## src/rtl/ins_refill_ctrl_if.sv

```systemverilog
// DDR-side channel of the instruction refill controller: burst request plus
// the DDR-to-IC FIFO pop interface.
interface ins_refill_ctrl_if #(
    parameter int unsigned DDR_ADDR_WIDTH = 28,
    parameter int unsigned ISA_WIDTH      = 30
);
    logic                      ins_read_req;
    logic [DDR_ADDR_WIDTH-1:0] ins_read_addr;
    logic [7:0]                ins_read_len;
    logic                      ins_reading;
    logic [ISA_WIDTH+8:0]      fifo_dout;
    logic                      fifo_empty;
    logic                      fifo_rd_en;

    modport master (
        output ins_read_req, ins_read_addr, ins_read_len, fifo_rd_en,
        input  ins_reading, fifo_dout, fifo_empty
    );

    modport slave (
        input  ins_read_req, ins_read_addr, ins_read_len, fifo_rd_en,
        output ins_reading, fifo_dout, fifo_empty
    );
endinterface

```

## src/rtl/ins_refill_ctrl.sv

```systemverilog
// Instruction-cache refill controller: one DDR burst request per miss, then
// drains {ins, cnt, valid} words from the DDR-to-IC FIFO into the cache RAM.
module ins_refill_ctrl #(
    parameter int unsigned DDR_ADDR_WIDTH  = 28,
    parameter int unsigned ISA_WIDTH       = 30,
    parameter int unsigned CACHE_AW        = 7,
    parameter int unsigned REFILL_LEN      = 72,
    parameter int unsigned TOTAL_ISA_DEPTH = 128,
    parameter int unsigned TIMEOUT         = 1024
) (
    input  logic                      clk,
    input  logic                      rst,
    input  logic                      miss_req,
    input  logic [DDR_ADDR_WIDTH-1:0] miss_addr,
    output logic                      refill_busy,
    output logic                      refill_done,
    output logic                      refill_err,
    output logic [DDR_ADDR_WIDTH-1:0] base_addr,
    ins_refill_ctrl_if.master         ddr,
    output logic                      cache_wr_en,
    output logic [CACHE_AW-1:0]       cache_wr_addr,
    output logic [ISA_WIDTH-1:0]      cache_wr_data
);
    localparam int unsigned LW = DDR_ADDR_WIDTH + 1;
    localparam int unsigned TW = $clog2(TIMEOUT + 1);
    localparam logic [LW-1:0] TOTAL_W  = LW'(TOTAL_ISA_DEPTH);
    localparam logic [LW-1:0] RLEN_W   = LW'(REFILL_LEN);
    localparam logic [TW-1:0] TMO_LAST = TW'(TIMEOUT - 1);

    typedef enum logic [2:0] {
        S_IDLE, S_REQ, S_DRAIN, S_DONE, S_ERR
    } state_t;

    state_t                    r_state, w_next;
    logic [DDR_ADDR_WIDTH-1:0] r_base;
    logic [7:0]                r_len;
    logic [7:0]                r_wr_cnt;
    logic [TW-1:0]             r_tmo;
    logic                      r_pending;
    logic                      r_wr_en;
    logic [CACHE_AW-1:0]       r_wr_addr;
    logic [ISA_WIDTH-1:0]      r_wr_data;

    logic [LW-1:0]             w_remain;
    logic [LW-1:0]             w_len_full;
    logic                      w_legal;
    logic                      w_rd_en;
    logic                      w_wr;
    logic                      w_valid;
    logic [7:0]                w_cnt;
    logic [ISA_WIDTH-1:0]      w_ins;

    // Length is clipped at the end of DDR instruction space, computed one bit wider.
    assign w_remain   = TOTAL_W - {1'b0, miss_addr};
    assign w_legal    = {1'b0, miss_addr} < TOTAL_W;
    assign w_len_full = (w_remain < RLEN_W) ? w_remain : RLEN_W;

    assign w_valid = ddr.fifo_dout[0];
    assign w_cnt   = ddr.fifo_dout[8:1];
    assign w_ins   = ddr.fifo_dout[ISA_WIDTH+8:9];

    always_comb begin
        w_next  = r_state;
        w_rd_en = 1'b0;
        w_wr    = 1'b0;
        case (r_state)
            S_IDLE: begin
                if (miss_req) w_next = w_legal ? S_REQ : S_ERR;
            end
            S_REQ: begin
                if (ddr.ins_reading)        w_next = S_DRAIN;
                else if (r_tmo == TMO_LAST) w_next = S_ERR;
            end
            S_DRAIN: begin
                // At most one pop in flight; its data is judged the following cycle.
                w_rd_en = !ddr.fifo_empty && !r_pending && (r_wr_cnt < r_len);
                w_wr    = r_pending && w_valid && (w_cnt < r_len);
                if (r_wr_cnt == r_len)                           w_next = S_DONE;
                else if (r_pending && w_valid && w_cnt >= r_len) w_next = S_ERR;
                else if (!w_wr && r_tmo == TMO_LAST)             w_next = S_ERR;
            end
            S_DONE:  w_next = S_IDLE;
            S_ERR:   w_next = S_IDLE;
            default: w_next = S_IDLE;
        endcase
    end

    always_ff @(posedge clk) begin
        if (rst) begin
            r_state   <= S_IDLE;
            r_base    <= '0;
            r_len     <= '0;
            r_wr_cnt  <= '0;
            r_tmo     <= '0;
            r_pending <= 1'b0;
            r_wr_en   <= 1'b0;
            r_wr_addr <= '0;
            r_wr_data <= '0;
        end else begin
            r_state   <= w_next;
            r_pending <= w_rd_en;
            r_wr_en   <= w_wr;
            if (r_state == S_IDLE && miss_req && w_legal) begin
                r_base <= miss_addr;
                r_len  <= w_len_full[7:0];
            end
            if (r_state == S_IDLE) r_wr_cnt <= '0;
            else if (w_wr)         r_wr_cnt <= r_wr_cnt + 8'd1;
            if (w_wr) begin
                r_wr_addr <= w_cnt[CACHE_AW-1:0];
                r_wr_data <= w_ins;
            end
            // Timer restarts on every state entry and every accepted word.
            if (w_next != r_state || w_wr || !(r_state inside {S_REQ, S_DRAIN}))
                r_tmo <= '0;
            else
                r_tmo <= r_tmo + 1'b1;
        end
    end

    assign refill_busy       = (r_state != S_IDLE);
    assign refill_done       = (r_state == S_DONE);
    assign refill_err        = (r_state == S_ERR);
    assign base_addr         = r_base;
    assign ddr.ins_read_req  = (r_state == S_REQ);
    assign ddr.ins_read_addr = r_base;
    assign ddr.ins_read_len  = r_len;
    assign ddr.fifo_rd_en    = w_rd_en;
    assign cache_wr_en       = r_wr_en;
    assign cache_wr_addr     = r_wr_addr;
    assign cache_wr_data     = r_wr_data;
endmodule
```

## src/flat_wrapper.sv

```systemverilog
// flat-port wrapper written by rule: the top's interface ports become plain ports
module ins_refill_ctrl_flat 
#(
    parameter int unsigned DDR_ADDR_WIDTH  = 28,
    parameter int unsigned ISA_WIDTH       = 30,
    parameter int unsigned CACHE_AW        = 7,
    parameter int unsigned REFILL_LEN      = 72,
    parameter int unsigned TOTAL_ISA_DEPTH = 128,
    parameter int unsigned TIMEOUT         = 1024
)
  (clk, rst, miss_req, miss_addr, refill_busy, refill_done, refill_err, base_addr, cache_wr_en, cache_wr_addr, cache_wr_data, ddr_ins_read_req, ddr_ins_read_addr, ddr_ins_read_len, ddr_fifo_rd_en, ddr_ins_reading, ddr_fifo_dout, ddr_fifo_empty);
  ins_refill_ctrl_if #(.DDR_ADDR_WIDTH(DDR_ADDR_WIDTH), .ISA_WIDTH(ISA_WIDTH)) ddr_i ();
  input  logic clk;
  input  logic rst;
  input  logic miss_req;
  input  logic [DDR_ADDR_WIDTH-1:0] miss_addr;
  output logic refill_busy;
  output logic refill_done;
  output logic refill_err;
  output logic [DDR_ADDR_WIDTH-1:0] base_addr;
  output logic cache_wr_en;
  output logic [CACHE_AW-1:0] cache_wr_addr;
  output logic [ISA_WIDTH-1:0] cache_wr_data;
  output wire logic [$bits(ddr_i.ins_read_req)-1:0] ddr_ins_read_req;
  output wire logic [$bits(ddr_i.ins_read_addr)-1:0] ddr_ins_read_addr;
  output wire logic [$bits(ddr_i.ins_read_len)-1:0] ddr_ins_read_len;
  output wire logic [$bits(ddr_i.fifo_rd_en)-1:0] ddr_fifo_rd_en;
  input wire logic [$bits(ddr_i.ins_reading)-1:0] ddr_ins_reading;
  input wire logic [$bits(ddr_i.fifo_dout)-1:0] ddr_fifo_dout;
  input wire logic [$bits(ddr_i.fifo_empty)-1:0] ddr_fifo_empty;
  assign ddr_ins_read_req = ddr_i.ins_read_req;
  assign ddr_ins_read_addr = ddr_i.ins_read_addr;
  assign ddr_ins_read_len = ddr_i.ins_read_len;
  assign ddr_fifo_rd_en = ddr_i.fifo_rd_en;
  assign ddr_i.ins_reading = ddr_ins_reading;
  assign ddr_i.fifo_dout = ddr_fifo_dout;
  assign ddr_i.fifo_empty = ddr_fifo_empty;
  ins_refill_ctrl #(.DDR_ADDR_WIDTH(DDR_ADDR_WIDTH), .ISA_WIDTH(ISA_WIDTH), .CACHE_AW(CACHE_AW), .REFILL_LEN(REFILL_LEN), .TOTAL_ISA_DEPTH(TOTAL_ISA_DEPTH), .TIMEOUT(TIMEOUT)) u_core (.clk(clk), .rst(rst), .miss_req(miss_req), .miss_addr(miss_addr), .refill_busy(refill_busy), .refill_done(refill_done), .refill_err(refill_err), .base_addr(base_addr), .ddr(ddr_i), .cache_wr_en(cache_wr_en), .cache_wr_addr(cache_wr_addr), .cache_wr_data(cache_wr_data));
endmodule
```

## config.mk

```make
export PLATFORM = sky130hd
export DESIGN_NAME = ins_refill_ctrl_flat
export DESIGN_NICKNAME = d
export VERILOG_FILES = /design/src/rtl/ins_refill_ctrl_if.sv /design/src/rtl/ins_refill_ctrl.sv /design/src/flat_wrapper.sv
export SDC_FILE = /design/constraint.sdc
export NUM_CORES = 1
export LEC_CHECK = 0
export CAP_MARGIN = 25
export CELL_PAD_IN_SITES_DETAIL_PLACEMENT = 1
export CELL_PAD_IN_SITES_GLOBAL_PLACEMENT = 1
export CORE_MARGIN = 2
export CORE_UTILIZATION = 31
export DETAILED_ROUTE_END_ITERATION = 8
export GPL_ROUTABILITY_DRIVEN = 1
export PLACE_DENSITY_LB_ADDON = 0.1
export SKIP_LAST_GASP = 1
export SYNTH_ARGS = -nofsm -noshare
export SYNTH_HDL_FRONTEND = slang
export SYNTH_SLANG_ARGS = --single-unit
```

## constraint.sdc

```tcl
create_clock -name clk -period 3.25 [get_ports clk]
set_input_delay 0.325 -clock clk [delete_from_list [all_inputs] [get_ports clk]]
set_output_delay 0.325 -clock clk [all_outputs]
set_load 0.02 [all_outputs]
```

After elaboration in Yosys (flattened, before gate mapping)
Index checks and enable logic that the tools add are counted.
Word-level totals
  bits in registers: 97
  latch bits: 0
  memory bits (writable): 0
  ROM bits: 0
  input port bits: 72
  output and inout port bits: 107
  logic and storage cells: 54
  memories: 0
Operators by class
  add/subtract/negate cells: 3
  $mul: 0
  div/mod/pow operators: 0
  magnitude comparators: 5
  equal/unequal tests: 7
  shift-type cells: 0
  multiplexer cells: 11
  bitwise operators: 0
  reductions and logical operators: 19
Operator list (count)
  $lt A29 B7 Y1 const B: 1
  $sub A8 B28 Y29 const A: 1
  $lt A28 B8 Y1 const B: 1
  $mux W3: 7
  $lt A8 B8 Y1: 2
  $add A11 B1 Y11 const B: 1
  $eq A11 B10 Y1 const B: 1
  $pmux W3 S3: 1
  $add A8 B1 Y8 const B: 1
  $eq A8 B8 Y1: 1
  $ge A8 B8 Y1: 1
  $logic_and A1 B1 Y1: 8
  $mux W8: 1
  $eq A3 B2 Y1 const B: 2
  $logic_not A1 Y1: 4
  $reduce_or A2 Y1: 2
  $eq A3 B1 Y1 const B: 1
  $eq A3 B3 Y1 const B: 1
  $logic_not A3 Y1: 1
  $ne A3 B3 Y1: 1
  $reduce_bool A3 Y1: 1
  $logic_or A1 B1 Y1: 2
  $mux W1: 2
  $reduce_bool A2 Y1: 1

Logic depth before layout (Yosys ltp)
  depth in word-level cells: 12
  depth in mapped cells: 11
  mapped depth without buffers: 8

Worst setup path after synthesis
No wires, ideal clock.
  path kind: register -> register
  start point: register u_core.r_len[7], in the netlist u_core.ddr.ins_read_len[7]
  end point: register u_core.r_wr_addr[6], in the netlist u_core.cache_wr_addr[6]
  arrival time: 2.278 ns
  data required time: 3.118 ns
  setup slack: 0.840 ns
  cell stages (with the launch flop): 12
  buffers on the path: 3
  cell sequence: dfxtp_1 inv_1 ha_1 a21oi_1 o2111ai_1 or2_2 clkbuf_1 or2_1 clkbuf_1 clkbuf_1 nand2_1 a21oi_1
Between the ends
  cells in the longest elaborated chain, start to end: 3
Ends and longest elaborated chain
  from (decl): line ins_refill_ctrl.sv:36  | logic [7:0] r_len;
  from (signal assigned): line ins_refill_ctrl.sv:105  | r_len <= w_len_full[7:0];
  $lt A8 B8 Y1: line ins_refill_ctrl.sv:77  | w_wr = r_pending && w_valid && (w_cnt < r_len);
  $logic_and A1 B1 Y1: line ins_refill_ctrl.sv:77
  $mux W1: line ins_refill_ctrl.sv:66  | case (r_state)
  to (signal assigned): line ins_refill_ctrl.sv:110  | r_wr_addr <= w_cnt[CACHE_AW-1:0];
  to (decl): line ins_refill_ctrl.sv:41  | logic [CACHE_AW-1:0] r_wr_addr;
Every way passes these cells.
A chain may end at the register's enable or synchronous reset.

Final worst setup path
  start point: register u_core.r_len[1], in the netlist u_core.ddr.ins_read_len[1]
  end point: output port ddr_fifo_rd_en
Between the ends
  cells in the longest elaborated chain, start to end: 3
Ends and longest elaborated chain
  $lt A8 B8 Y1: line ins_refill_ctrl.sv:76  | w_rd_en = !ddr.fifo_empty && !r_pending && (r_wr_cnt < r_len);
  $logic_and A1 B1 Y1: line ins_refill_ctrl.sv:76
  $mux W1: line ins_refill_ctrl.sv:66
  to (decl): line flat_wrapper.sv:27  | output wire logic [$bits(ddr_i.fifo_rd_en)-1:0] ddr_fifo_rd_en;
Every way passes these cells.

==> metrics.yaml <==
worst_ep_required_time_ns: 2.92
diodes: 0
core-area_mm2: 0.01388
path_cells: "inv_1 -> ha_1 -> nor2b_1 -> o21ai_0 -> nand2b_1 -> a21oi_1 -> o221a_2 -> clkdlybuf4s50_1"
hold_end: "u_core.cache_wr_data[17]"
drive_gt1_frac: 0.04896
hpwl_um: 9804
fmax_ghz: 0.3544
synth_fp_nets: 620
crit_path_max_incr_delay_ns: 0.63
placed_cell_area_mm2: 0.006143
r2r_setup_slack_ns: 0.67
ant_nets: 0
startpoint_type: "register"
root_buffer: "clkbuf_16"
drv_slew: 0
cp-end-kind: "primary output"
ys_types: 56
clk_latency_ns: 0.35
num_rows: 43
overflow: 0
arrival_ns: 2.50
fin_tns_setup_ns: 0
synth_top_area_frac: 0.4414
yosys_warnings: 0
max_slew_margin: 0.4937
ios: 179
cp.buffers_inverters: 2
fillers: 1624
maxCapViolations: 0
vias_per_cell: 4.836
async_flop_share: 0
grt_util_all_layers: 0.1785
tightest_slew_ns: 0.7594
grt_pass1_wl_um: 21320
post-route-period-util: 0.8682
path_clk_slew_ns: 0.07
cts_hold_buf: 0
portBuffers: 178
r2r-start: "u_core.r_tmo[0]"
finalPower_w: 0.002477
critical-path-top-delay-family: "buffers and inverters"
layout.cells.non_filler: 854
hold_start: "u_core.cache_wr_data[17]"
cts.htree.levels: 3
syn_area_mm2: 0.004399
first_global_vias: 4263
dp.cells: 838
start_util: 0.3169
grt_start_max_net_pins: 57
synth_edf_count: 0
synth_area_leaders: "dfxtp_1 44%, nand2_1 8.3%, a21oi_1 6.4%, ha_1 5.4%, buf_4 4.8%"
setup_viol: 0
syn2layout_area_growth_pct: 46.73
antenna_found_initial: 0
design_area_mm2: 0.006455
cts_buffers: 9
die_w_um: 123.1
fin_skew_ns: 0.01055
clock_path_buffers: 2
cts_sinks: 97
dr.pass1.iters: 4
nNetsFinal: 760
holdWs_ns: 0.4533
grt_setup_unrepaired: "no"
ys_ff_latch: 97
p_leak_nw: 2.363
drtIter0Drc: 115
drt-total-wl_um: 13220
status: "finished clean"
syn_inst: 529
post_cts_buffers: 0
vias: 4130
finalHoldViolCount: 0
hold_path_class: "reg -> reg"
reg2reg_depth: 7
drc: 0
gp_congestion: 0.7848
syn_avg_cell_area_um2: 8.316
ys_seq_area_frac: 0.4414
synth-main-ff-cell: "dfxtp_1"
crit_fanout: 3
fp.dieH_um: 123.1
routedWlPerCell_um: 15.48
rr_endpoint: "u_core.r_tmo[7]"
critPathKind: "reg -> out"
hold_depth: 2
die_area_mm2: 0.01516
synth_top_cell_by_area: "dfxtp_1"
fin_crit_ns: 2.822
critPathSlowestCell: "clkdlybuf4s50_1"
synth_commonest_cells: "97 x dfxtp_1, 97 x nand2_1, 56 x a21oi_1"
cts_tree: "built"
max-vdd-ir-drop_mv: 0.2132
cts_resized: 0
cellPowerDensity_mw_per_mm2: 383.7
[per-stage QoR]
| stage | utilization | setup WS (ns) |
|---|---|---|
| finish | 0.4650 | 0.4282 |
| CTS | 0.4650 | 0.3823 |
| floorplan | - | 0.8402 |
| global placement | 0.4426 | 0.2722 |
| detailed placement | 0.4426 | 0.2157 |
| global route | 0.4650 | 0.2879 |
[cells by family (layout without fill, tap and decap cells)]
family / count (synthesis) / in the layout / share of synthesized area
XOR/XNOR: 17 / 17 / 0.03385
flip-flops: 97 / 97 / 0.4414
adder cells (fa/ha/maj): 19 / 19 / 0.05404
multiplexers: 6 / 6 / 0.01365
buffers and inverters: 75 / 220 / 0.09016
AO/OA/AOI/OAI: 92 / 92 / 0.1257
AND/OR/NAND/NOR: 223 / 223 / 0.2412
[worst register-to-register path, stage by stage (launching register included)]
cell	delay, ns
dfxtp_1	0.37
ha_1	0.22
nand4_1	0.19
or4b_2	0.75
a311oi_1	0.32
o21ai_0	0.14
nand3_1	0.35
nor2_1	0.10
[power by group]
group	switching (W)	internal (W)	total [W]
combinational	0.0000708	0.0000999	0.000171
sequential	0.00000159	0.00119	0.00119
clock	0.000503	0.000613	0.00112
total	0.000575	0.00190	0.00248
[worst max-delay path by stage]
| stage | from | to | slack [ns] | depth (start not counted) |
|---|---|---|---|---|
| global route | u_core.ddr.ins_read_len[1] | ddr_fifo_rd_en | 0.29 | 8 |
| CTS | u_core.ddr.ins_read_len[1] | ddr_fifo_rd_en | 0.38 | 8 |
| finish | u_core.ddr.ins_read_len[1] | ddr_fifo_rd_en | 0.43 | 8 |
| detailed placement | miss_addr[0] | u_core.r_tmo[7] | 0.22 | 7 |
| floorplan | u_core.ddr.ins_read_len[7] | u_core.cache_wr_addr[6] | 0.84 | 11 |
| global placement | miss_addr[0] | u_core.r_tmo[7] | 0.27 | 7 |
[metal layers]
layer  up-vias  global-route usage  share of wire
li1       2065                   -              -
met1      1959              0.2253           0.45
met2        90              0.2974           0.49
met3        16             0.04566          0.049
met4         0             0.05753          0.013
met5         -                   0              0
[cell usage in the layout, fill, tap and decap left out, drive strengths merged, types with 11 or more instances in the layout]
cell | Yosys | routed
ha | 19 | 19
nand4 | 11 | 11
a21oi | 56 | 56
clkdlybuf4s50 | 0 | 177
dfxtp | 97 | 97
nor4 | 11 | 11
inv | 19 | 22
nor2 | 42 | 42
xnor2 | 14 | 14
nand2 | 97 | 97
and3 | 22 | 22
[layout make-up]
type / count / area, µm² / area share
Clock inverter: 7 / 86.33 / 0.01337
Inverter: 19 / 71.32 / 0.01105
Sequential cell: 97 / 1942 / 0.3008
Tap cell: 180 / 225.2 / 0.03489
Timing Repair Buffer: 185 / 1842 / 0.2853
Multi-Input combinational cell: 357 / 2063 / 0.3196
Clock buffer: 9 / 225.2 / 0.03489
[state kept, by name (all words and copies together) (netlist names)]
name and cells:
u_core.base_addr 28, u_core.cache_wr_addr 7, u_core.r_state 3, u_core.cache_wr_data 30, u_core.r_wr_cnt 8, u_core.ddr.ins_read_len 8
u_core.r_pending 1, u_core.r_tmo 11, u_core.cache_wr_en 1
Power figures use the tool's default switching activity.
